`config.mk`:
```
export PLATFORM = sky130hd
export DESIGN_NAME = speed_sel_ctrl_flat
export DESIGN_NICKNAME = d
export VERILOG_FILES = /design/src/rtl/speed_sel_ctrl_if.sv /design/src/rtl/speed_sel_ctrl.sv /design/src/flat_wrapper.sv
export SDC_FILE = /design/constraint.sdc
export NUM_CORES = 1
export LEC_CHECK = 0
export CAP_MARGIN = 20
export CORE_MARGIN = 5
export CORE_UTILIZATION = 50
export DETAILED_ROUTE_END_ITERATION = 12
export PLACE_DENSITY = 0.74
export REMOVE_ABC_BUFFERS = 1
export SKIP_LAST_GASP = 1
export SLEW_MARGIN = 10
export SYNTH_ARGS = -nofsm -noshare
export SYNTH_HDL_FRONTEND = slang
export SYNTH_SLANG_ARGS = --single-unit
export TNS_END_PERCENT = 10
```
`constraint.sdc`:
```
create_clock -name clk_i -period 5.6 [get_ports clk_i]
set_clock_uncertainty 0.15 [all_clocks]
set_input_delay 0.84 -clock clk_i [delete_from_list [all_inputs] [get_ports clk_i]]
set_output_delay 0.84 -clock clk_i [all_outputs]
set_load 0.02 [all_outputs]
```
`src/rtl/speed_sel_ctrl_if.sv`:
```
// Button inputs and speed outputs of speed_sel_ctrl, bundled for port connection.
interface speed_sel_ctrl_if;
  logic       btn_up_i;
  logic       btn_dn_i;
  logic [2:0] speed_o;
  logic       speed_chg_o;

  modport master (
    output btn_up_i,
    output btn_dn_i,
    input  speed_o,
    input  speed_chg_o
  );

  modport slave (
    input  btn_up_i,
    input  btn_dn_i,
    output speed_o,
    output speed_chg_o
  );
endinterface

```
`src/rtl/speed_sel_ctrl.sv`:
```
// Up/down push-button speed selector: synchronize, debounce, edge-detect, step a 3-bit code.
// Define SPEED_SEL_WRAP_EN to wrap 7<->0 instead of saturating at the ends.
module speed_sel_ctrl #(
  parameter int unsigned SYNC_FF_STAGE   = 3,
  parameter int unsigned DEBOUNCE_CYCLES = 1000000,
  parameter int unsigned SPEED_RESET     = 0
) (
  input  logic             clk_i,
  input  logic             rst_i,
  speed_sel_ctrl_if.slave  bus
);

  localparam int unsigned NBTN  = 2;
  localparam int unsigned CNT_W = $clog2(DEBOUNCE_CYCLES);
  localparam int unsigned SPD_W = 3;
  localparam logic [CNT_W-1:0] CNT_LAST = CNT_W'(DEBOUNCE_CYCLES - 1);
  localparam logic [SPD_W-1:0] SPD_MAX  = '1;
  localparam logic [SPD_W-1:0] SPD_MIN  = '0;

  // Index 0 = up button, index 1 = down button.
  logic [NBTN-1:0]          raw;
  logic [SYNC_FF_STAGE-1:0] sync_q [NBTN];
  logic [CNT_W-1:0]         cnt_q  [NBTN];
  logic [NBTN-1:0]          deb_q;
  logic [NBTN-1:0]          deb_d_q;
  logic [NBTN-1:0]          evt_q;
  logic [SPD_W-1:0]         speed_q;
  logic [SPD_W-1:0]         speed_nxt;
  logic                     chg_q;
  logic                     chg_nxt;

  assign raw = {bus.btn_dn_i, bus.btn_up_i};

  // Synchronizer chains, debounce counters and registered press events.
  always_ff @(posedge clk_i) begin
    if (rst_i) begin
      for (int i = 0; i < int'(NBTN); i++) begin
        sync_q[i] <= '0;
        cnt_q[i]  <= '0;
      end
      deb_q   <= '0;
      deb_d_q <= '0;
      evt_q   <= '0;
    end else begin
      for (int i = 0; i < int'(NBTN); i++) begin
        sync_q[i] <= {sync_q[i][SYNC_FF_STAGE-2:0], raw[i]};
        if (sync_q[i][SYNC_FF_STAGE-1] == deb_q[i]) begin
          cnt_q[i] <= '0;
        end else if (cnt_q[i] == CNT_LAST) begin
          cnt_q[i] <= '0;
          deb_q[i] <= ~deb_q[i];
        end else begin
          cnt_q[i] <= cnt_q[i] + CNT_W'(1);
        end
      end
      deb_d_q <= deb_q;
      evt_q   <= deb_q & ~deb_d_q;
    end
  end

  // Next speed code; simultaneous up and down events cancel.
  always_comb begin
    speed_nxt = speed_q;
    chg_nxt   = 1'b0;
    case (evt_q)
      2'b01: begin
`ifdef SPEED_SEL_WRAP_EN
        speed_nxt = speed_q + SPD_W'(1);
        chg_nxt   = 1'b1;
`else
        if (speed_q != SPD_MAX) begin
          speed_nxt = speed_q + SPD_W'(1);
          chg_nxt   = 1'b1;
        end
`endif
      end
      2'b10: begin
`ifdef SPEED_SEL_WRAP_EN
        speed_nxt = speed_q - SPD_W'(1);
        chg_nxt   = 1'b1;
`else
        if (speed_q != SPD_MIN) begin
          speed_nxt = speed_q - SPD_W'(1);
          chg_nxt   = 1'b1;
        end
`endif
      end
      default: ;
    endcase
  end

  always_ff @(posedge clk_i) begin
    if (rst_i) begin
      speed_q <= SPD_W'(SPEED_RESET);
      chg_q   <= 1'b0;
    end else begin
      speed_q <= speed_nxt;
      chg_q   <= chg_nxt;
    end
  end

  assign bus.speed_o     = speed_q;
  assign bus.speed_chg_o = chg_q;

endmodule

```
`src/flat_wrapper.sv`:
```
// flat-port wrapper written by rule: the top's interface ports become plain ports
module speed_sel_ctrl_flat 
#(
  parameter int unsigned SYNC_FF_STAGE   = 3,
  parameter int unsigned DEBOUNCE_CYCLES = 1000000,
  parameter int unsigned SPEED_RESET     = 0
)
  (clk_i, rst_i, bus_btn_up_i, bus_btn_dn_i, bus_speed_o, bus_speed_chg_o);
  speed_sel_ctrl_if bus_i ();
  input  logic clk_i;
  input  logic rst_i;
  input wire logic [$bits(bus_i.btn_up_i)-1:0] bus_btn_up_i;
  input wire logic [$bits(bus_i.btn_dn_i)-1:0] bus_btn_dn_i;
  output wire logic [$bits(bus_i.speed_o)-1:0] bus_speed_o;
  output wire logic [$bits(bus_i.speed_chg_o)-1:0] bus_speed_chg_o;
  assign bus_i.btn_up_i = bus_btn_up_i;
  assign bus_i.btn_dn_i = bus_btn_dn_i;
  assign bus_speed_o = bus_i.speed_o;
  assign bus_speed_chg_o = bus_i.speed_chg_o;
  speed_sel_ctrl #(.SYNC_FF_STAGE(SYNC_FF_STAGE), .DEBOUNCE_CYCLES(DEBOUNCE_CYCLES), .SPEED_RESET(SPEED_RESET)) u_core (.clk_i(clk_i), .rst_i(rst_i), .bus(bus_i));
endmodule
```
# Yosys cells after proc, flatten, opt, wreduce, memory -nomap -nowiden
# Memory sizes are Yosys's and may differ from the RTL's.
# Index checks and enable logic that the tools add are counted.
dict set report classes {
  add_sub_neg 4
  eq_ne 9
  mux 39
  n_bitwise 14
  n_reduce_logical 5
}
# operator count
set ops {}
lappend ops {{2-to-1 mux 20 bit} 6}
lappend ops {{adder 20 x 1 -> 20 bit (second input constant)} 2}
lappend ops {{equality test 20 bit (second input constant)} 2}
lappend ops {{2-to-1 mux 1 bit} 27}
lappend ops {{2-to-1 mux 3 bit} 4}
lappend ops {{bitwise OR 1 bit} 8}
lappend ops {{one-hot mux 3 bit (2 select lines)} 1}
lappend ops {{!= test 2 x 1 -> 1 bit (second input constant)} 2}
lappend ops {{inverter 1 bit} 4}
lappend ops {{AND reduction 2 bit} 2}
lappend ops {{adder 3 x 1 -> 3 bit (second input constant)} 1}
lappend ops {{!= test 3 bit (second input constant)} 1}
lappend ops {{AND reduction 3 bit} 1}
lappend ops {{nonzero test 3 bit} 1}
lappend ops {{subtractor 3 x 1 -> 3 bit (second input constant)} 1}
lappend ops {{AND 2 bit} 1}
lappend ops {{equality test 1 bit} 2}
lappend ops {{equality test 2 x 1 -> 1 bit (second input constant)} 1}
lappend ops {{equality test 2 bit (second input constant)} 1}
lappend ops {{inverter 2 bit} 1}
lappend ops {{one-hot mux 1 bit (2 select lines)} 1}
lappend ops {{nonzero test 2 bit} 1}
dict set report totals {
  ff_bits 10
  ramBits 46
  wordCells 79
  memories 2
}
# name depth word_bits rd rd_clocked_by_memory_dff write_ports line_no
set mem_list {}
lappend mem_list {u_core.cnt_q 2 20 2 0 2 speed_sel_ctrl.sv:23} ;# logic [CNT_W-1:0] cnt_q [NBTN];
lappend mem_list {u_core.sync_q 2 3 2 0 2 speed_sel_ctrl.sv:22} ;# logic [SYNC_FF_STAGE-1:0] sync_q [NBTN];

# Longest topological paths before layout
# Gate-level depths: netlist (run 1).
dict set report depth {
  ltp_word 7
  depth_mapped 8
}

# Worst setup path before layout (run 1)
# Ideal clock, no wire load.
dict set report synth_timing {
  path_type {register to register}
  start {register u_core.speed_q[0] (netlist: u_core.bus.speed_o[0])}
  end {register u_core.speed_q[2] (netlist: u_core.bus.speed_o[2])}
  setup_ns 0.127
  arrival_ns 1.819
  required_ns 5.323
  slack_ns 3.504
  stages_incl_launch_ff 7
  period_less_slack_ns 2.096
  cell_sequence {dfxtp_1 -> inv_1 -> fa_1 -> xor2_1 -> a2111oi_0 -> xnor2_1 -> nor2_1}
}
dict set report synth_via {
  elab_chain_cells 3
  elab_cells_between_ends 10
  cone_classes {add/sub (2); eq/ne (3); mux (3); reduce/logical (2)}
}
# element line_no
set synth_rtl {}
lappend synth_rtl {{start, declared} speed_sel_ctrl.sv:27} ;# logic [SPD_W-1:0] speed_q;
lappend synth_rtl {{start signal, assigned} speed_sel_ctrl.sv:94} ;# speed_q <= SPD_W'(SPEED_RESET);
lappend synth_rtl {{start signal, assigned} speed_sel_ctrl.sv:97} ;# speed_q <= speed_nxt;
lappend synth_rtl {{subtractor 3 x 1 -> 3 bit, or another cell as far along} speed_sel_ctrl.sv:83} ;# speed_nxt = speed_q - SPD_W'(1);
lappend synth_rtl {{2-to-1 mux 3 bit, or another cell as far along} speed_sel_ctrl.sv:82} ;# if (speed_q != SPD_MIN) begin
lappend synth_rtl {{one-hot mux 3 bit (2 select lines) or AND reduction 3 bit (tied branches)} n/a}
# Parallel ways exist; a longest one is shown, timed or not. The select of a mux whose other input is x is not followed.
# A chain may end at the register's enable or synchronous reset.

# Worst setup path after layout (run 1)
dict set report layout_timing {
  start {register u_core.speed_q[0] (netlist: u_core.bus.speed_o[0])}
  end {output bus_speed_o[0]}
}
# element line_no
set layout_rtl {}
lappend layout_rtl {{end, declared} flat_wrapper.sv:14} ;# output wire logic [$bits(bus_i.speed_o)-1:0] bus_speed_o;
# No word-level cell between the ends.

==> metrics.md, run 1 <==
| Metric | Value |
|---|---|
| Congestion Overflow GR | `0` |
| Nets | `~330` |
| Crit end category | `output pin` |
| Max Cap Violations | `0` |
| Finished Cell Area | `approximately 0.0032 mm²` |
| Post-CTS Setup Inserts | `0` |
| Final TNS setup | `0 ps` |
| CP required | `~4600 ps` |
| Height of the die | `between 80 and 90 µm` |
| Top routing layer used | `met4` |
| Dpl ws | `2840 ps` |
| Hold slack | `around 240 ps` |
| Vias/cell | `roughly 5.2` |
| Cts bufs inserted | `5` |
| DP Area | `~0.0031 mm²` |
| Core Area | `0.00551 mm²` |
| Min-delay worst type | `reg -> reg` |
| Ys Warns | `0` |
| Most common cell in the synthesized netlist | `edfxtp_1` |
| Drt initial violations | `roughly 130` |
| # setup viols final | `0` |
| GP Congestion | `approximately 0.79` |
| All-Layer GR Usage | `0.148` |
| Slew Limit Fails | `0` |
| Synth async-reset ratio | `0` |
| Critical Path Fanout Max | `7` |
| Clock Pin Slew Worst Setup and Hold Paths | `~110 ps` |
| Drt drc | `0` |
| Outcome | `completed` |
| Vias in the first global route | `1,956` |
| Max stage delay cell, worst path | `clkdlybuf4s50_1` |
| Count of state elements after synthesis | `56` |
| Synth cell types | `38` |
| Startpoint Class | `flop` |
| Port-buffer cells | `7` |
| Root Buffer | `clkbuf_8` |
| Top post-synthesis cells by area | `edfxtp_1 42%, dfxtp_1 11%, xor2_1 4.3%` |
| Die width | `85.5 µm` |
| Sequential-to-total area share from yosys stat | `0.535` |
| Synth top area share | `0.422` |
| ANT nets after route | `0` |
| Met1 WL | `roughly 2.3 mm` |
| H-tree Lvls | `2` |
| DIE AREA | `roughly 0.0073 mm²` |
| Pre-antenna DRT Iters | `4` |
| Cell area power density | `between 200 and 250 mW/mm²` |
| Io pins | `8` |
| Final min period | `roughly 2400 ps` |
| CTS max path bufs | `2` |
| Data arrival, critical path | `1410 ps` |
| Routed WL | `roughly 4.7 mm` |
| Vias | `slightly above 2,000` |
| Initial antenna violation count | `0` |
| Hold-fix buffers at CTS | `0` |
| First-pass GRT wire length | `roughly 8.8 mm` |
| Detailed placement HPWL | `3.39 mm` |
| Post-CTS Resized | `0` |
| CTS tree | `yes` |
| Post-DR wirelength/cell | `between 10 and 15 µm` |
| Cell count after synthesis | `270` |
| Met3 WL | `212 µm` |
| RSZ-0062 raised after global routing | `no` |
| Met2 Wirelength | `~2.2 mm` |
| Highest clock rate | `around 420 MHz` |
| # clock sinks | `between 50 and 60` |
| Crit path buf inv count | `1` |
| Crit path setup slack, layout | `between 3000 and 4000 ps` |
| Sequential cell area | `0.00152 mm²` |
| Fin crit share | `0.429` |
| Cell Area, Synth | `~0.0028 mm²` |
| Leakage dissipation | `~0.0011 µW` |
| Worst path cell trace | `clkdlybuf4s50_1` |
| Cells after DPL | `around 380` |
| Multi-input gate area | `between 0.001 and 0.0015 mm²` |
| Synth Flop Type | `edfxtp_1` |
| Share of cells above drive strength 1 | `0.0472` |
| Non-Filler Instances | `390` |
| Post-synth EDFFs | `40` |
| Synth Area per Inst | `between 10 and 15 µm²` |
| Ant diodes | `0` |
| Final hold vios | `0` |
| Syn-to-layout area delta | `13.1%` |
| Fillers | `between 400 and 500` |
| Least-Margin Pin Slew | `between 700 and 800 ps` |
| Peak VDD IR | `102 µV` |
| Pin count of the biggest net entering global routing | `20` |
| Worst path top cell family by delay | `buffers and inverters` |
| Post-synth top area cell | `edfxtp_1` |
| Post-synth top cells | `40 x edfxtp_1, 31 x nor2_1, 16 x a21oi_1, 16 x dfxtp_1, 16 x nand3_1` |
| Max incr delay on CP | `~640 ps` |
| WS Path Type | `reg -> out` |
| Initial Util | `0.517` |
| Clock latency on the worst-skew pair | `roughly 320 ps` |
| Max-slew headroom | `0.486` |
| Site row count | `27` |
flip-flops by register name (all words and copies together) (netlist names):
| name | cells |
|---|---|
| u_core.sync_q | 6 |
| u_core.deb_q | 2 |
| u_core.bus.speed_o | 3 |
| u_core.deb_d_q | 2 |
| u_core.cnt_q | 40 |
| u_core.evt_q | 2 |
| u_core.bus.speed_chg_o | 1 |
layer usage:
layer  vias to the layer above  GRT usage
met5                         -          0
met4                         0     0.0475
met3                         7     0.0379
met2                        32      0.226
met1                       953      0.206
li1                       1041          -
cells in the final DEF (no fill, tap or decap), drive strengths merged, types with 9 or more instances in the layout:
cell type,count
nand2,11
inv,16
edfxtp,40
xor2,14
dfxtp,16
nor2b,11
nand4,9
nor2,31
xnor2,13
nand3,17
a21oi,16
conb,40
kinds of logic (layout without fill, tap and decap cells):
family | after synthesis | count (layout) | share of synthesized area
AOI/OAI and AO/OA | 37 | 37 | 0.0804
xor gates and xnor gates | 27 | 27 | 0.0831
adders and majority gates | 5 | 5 | 0.0246
buffers and inverters | 20 | 29 | 0.0286
DFF | 56 | 56 | 0.535
other | 1 | 40 | 0.00132
and+or+nand+nor | 124 | 124 | 0.247
cell type report:
class / count / area share
Timing Repair Buffer: 7 / 0.0218
Tap cell: 72 / 0.0280
Sequential cell: 56 / 0.473
Clock buffer: 5 / 0.0214
Inverter: 14 / 0.0163
Multi-Input combinational cell: 233 / 0.432
Clock inverter: 3 / 0.00816
power by group:
part	switching (µW)	internal, µW
Clock	142	92.5
Sequential	14.5	456
Combinational	15.9	11.5
Total	172	560
metrics by stage:
stage           util  total power (µW)
3_3_place_gp   0.567               505
2_1_floorplan      -               496
5_1_grt        0.585               764
3_5_place_dp   0.567               506
6_report       0.585               732
4_1_cts        0.585               740
worst paths after layout:
| kind | cells past startpoint | slack (ps) | end | startpoint |
|---|---|---|---|---|
| hold / removal | 1 | 240 | u_core.evt_q[1] | u_core.deb_d_q[1] |
| setup reg to reg | 4 | 3300 | u_core.cnt_q[1][3] | u_core.cnt_q[1][16] |
| setup / recovery | 1 | 3200 | bus_speed_o[0] | u_core.bus.speed_o[0] |
| hold reg to reg | 1 | 240 | u_core.evt_q[1] | u_core.deb_d_q[1] |
No activity file was read; power rests on OpenSTA's default activity.
==> run 2: changes to the inputs <==
Clock period 5.6 ns to 2.3 ns, I/O delays scaled along.
==> metrics.md, run 2 (same netlist as run 1, synthesis figures left out) <==
| Metric | Value |
|---|---|
| Port-buffer cells | `7 (unchanged)` |
| Cts bufs inserted | `5 (unchanged)` |
| # clock sinks | `56 (unchanged)` |
| Crit path setup slack, layout | `207 ps (-2990 ps)` |
| GRT busiest layer | `met2` |
| Leakage dissipation | `0.00113 µW (+4.2%)` |
| CP required | `2320 ps (-2290 ps)` |
| WS Path Type | `reg -> reg` |
| Final hold vios | `0 (unchanged)` |
| Die width | `85.5 µm (unchanged)` |
| RSZ-0062 raised after global routing | `no` |
| Startpoint Class | `flop` |
| Global-route met1 utilization | `0.190 (-0.0167)` |
| Least-Margin Pin Slew | `478 ps (-293 ps)` |
| Slew Limit Fails | `0 (unchanged)` |
| Drt initial violations | `137 (+9.6%)` |
| Cell area power density | `554 mW/mm² (+140%)` |
| Root Buffer | `clkbuf_8` |
| Pre-antenna DRT Iters | `4 (unchanged)` |
| Final Util | `0.599 (+0.0143)` |
| Worst path top cell family by delay | `simple AND/OR/NAND/NOR gates` |
| Clock Pin Slew Worst Setup and Hold Paths | `100 ps (about the same)` |
| Dpl ws | `217 ps (-2620 ps)` |
| Initial antenna violation count | `0 (unchanged)` |
| Fillers | `458 (-1.9%)` |
| Top reg by flops | `u_core.cnt_q` |
| Post-CTS Resized | `0 (unchanged)` |
| Hold-fix buffers at CTS | `0 (unchanged)` |
| Max stage delay cell, worst path | `or3_1` |
| All-Layer GR Usage | `0.146 (-0.00232)` |
| Fin crit share | `0.910` |
| Routed WL | `4.79 mm (+1.3%)` |
| Post-DR wirelength/cell | `12.1 µm (-0.50%)` |
| Met3 GRT Util | `0.0340 (-0.00388)` |
| Vias | `2,074 (+2.0%)` |
| Pin count of the biggest net entering global routing | `20 (unchanged)` |
| Max incr delay on CP | `470 ps (-170 ps)` |
| Io pins | `8 (unchanged)` |
| Post-CTS Setup Inserts | `0 (unchanged)` |
| Vias in the first global route | `2,020 (+3.3%)` |
| DIE AREA | `0.00730 mm² (unchanged)` |
| First-pass GRT wire length | `8.63 mm (-1.8%)` |
| Clock latency on the worst-skew pair | `310 ps (about the same)` |
| ANT nets after route | `0 (unchanged)` |
| Initial Util | `0.517 (unchanged)` |
| Max-slew headroom | `0.673 (+0.187)` |
| Height of the die | `85.5 µm (unchanged)` |
| GR Util met2 | `0.233 (+0.00706)` |
| Data arrival, critical path | `2110 ps (+700 ps)` |
| # setup viols final | `0 (unchanged)` |
| Hold slack | `250 ps (+10.9 ps)` |
| CTS tree | `yes` |
| Nets | `333 (+2.1%)` |
| Crit end category | `flop` |
| Final TNS setup | `0 ps (unchanged)` |
| Crit path buf inv count | `0 (-1)` |
| Critical Path Fanout Max | `5 (-2)` |
| Share of cells above drive strength 1 | `0.0677 (+0.0205)` |
| Max Cap Violations | `0 (unchanged)` |
| CTS max path bufs | `2 (unchanged)` |
| H-tree Lvls | `2 (unchanged)` |
| Outcome | `completed` |
| Final min period | `roughly 2100 ps` |
| Final Power | `1830 µW (+150%)` |
| Max FFs per register | `40 (unchanged)` |
| Peak VDD IR | `290 µV (+180%)` |
| Highest clock rate | `between 400 and 500 MHz` |
| Site row count | `27 (unchanged)` |
| Syn-to-layout area delta | `15.9%` |
| Worst path cell trace | `ha_1 -> nand2_1 -> or3_1 -> or4_1 -> a21oi_1` |
| Vias/cell | `5.22 (+0.22%)` |
| Core Area | `0.00551 mm² (unchanged)` |
| Drt drc | `0 (unchanged)` |
| GP Congestion | `0.798 (+1.1%)` |
| Min-delay worst type | `reg -> reg` |
| Ant diodes | `0 (unchanged)` |
| Congestion Overflow GR | `0 (unchanged)` |
| Detailed placement HPWL | `3.57 mm (+5.1%)` |
| Highest-count cells in the layout ignoring fill and taps | `40 x edfxtp_1, 40 x conb_1, 31 x nor2_1` |
==> run 2: final timing paths <==
check                     start             endpoint  slack (ps)  cells past startpoint
max          u_core.cnt_q[0][0]  u_core.cnt_q[0][18]         210                      5
min           u_core.deb_d_q[1]      u_core.evt_q[1]         250                      1
max reg2reg  u_core.cnt_q[0][0]  u_core.cnt_q[0][18]         210                      5
min reg2reg   u_core.deb_d_q[1]      u_core.evt_q[1]         250                      1
==> run 2: area by class of cell <==
class / count / area, µm² / area share
Sequential cell: 56 / 1520 / 0.461
Multi-Input combinational cell: 233 / 1390 / 0.421
Timing Repair Buffer: 14 / 135 / 0.0410
Clock buffer: 6 / 93.8 / 0.0285
Tap cell: 72 / 90.1 / 0.0273
Inverter: 14 / 52.6 / 0.0159
Clock inverter: 2 / 15.0 / 0.00455
==> run 2: worst register-to-register path: stages (launching register included) <==
cell and delay, ps:
edfxtp_1 400, ha_1 240, nand2_1 140, or3_1 470, or4_1 420, a21oi_1 150
==> run 2: metal layers <==
| layer | part of all wire | routed length (µm) | up-vias |
|---|---|---|---|
| li1 | - | - | 1058 |
| met1 | 0.48 | 2280 | 970 |
| met2 | 0.46 | 2190 | 34 |
| met3 | 0.044 | 210 | 12 |
| met4 | 0.021 | 102 | 0 |
| met5 | 0 | 0 | - |
==> run 2: per-stage QoR <==
| stage | cells | area, µm² |
|---|---|---|
| 3_5_place_dp | 389 | 3190 |
| 6_report | 397 | 3300 |
| 2_1_floorplan | 303 | 2960 |
| 4_1_cts | 397 | 3300 |
| 3_3_place_gp | 389 | 3190 |
| 5_1_grt | 397 | 3300 |
==> run 2: report_power, final <==
part,internal [µW],switching (µW)
Sequential,1110,33.7
Clock,286,324
Combinational,32.5,40.9
Total,1430,399
==> run 3: changes to the inputs <==
Settings changed: ABC_CLOCK_PERIOD_IN_PS set to 2300.
==> results of run 3 <==
No change in the layout: final DEF, timing and power equal those of run 2.
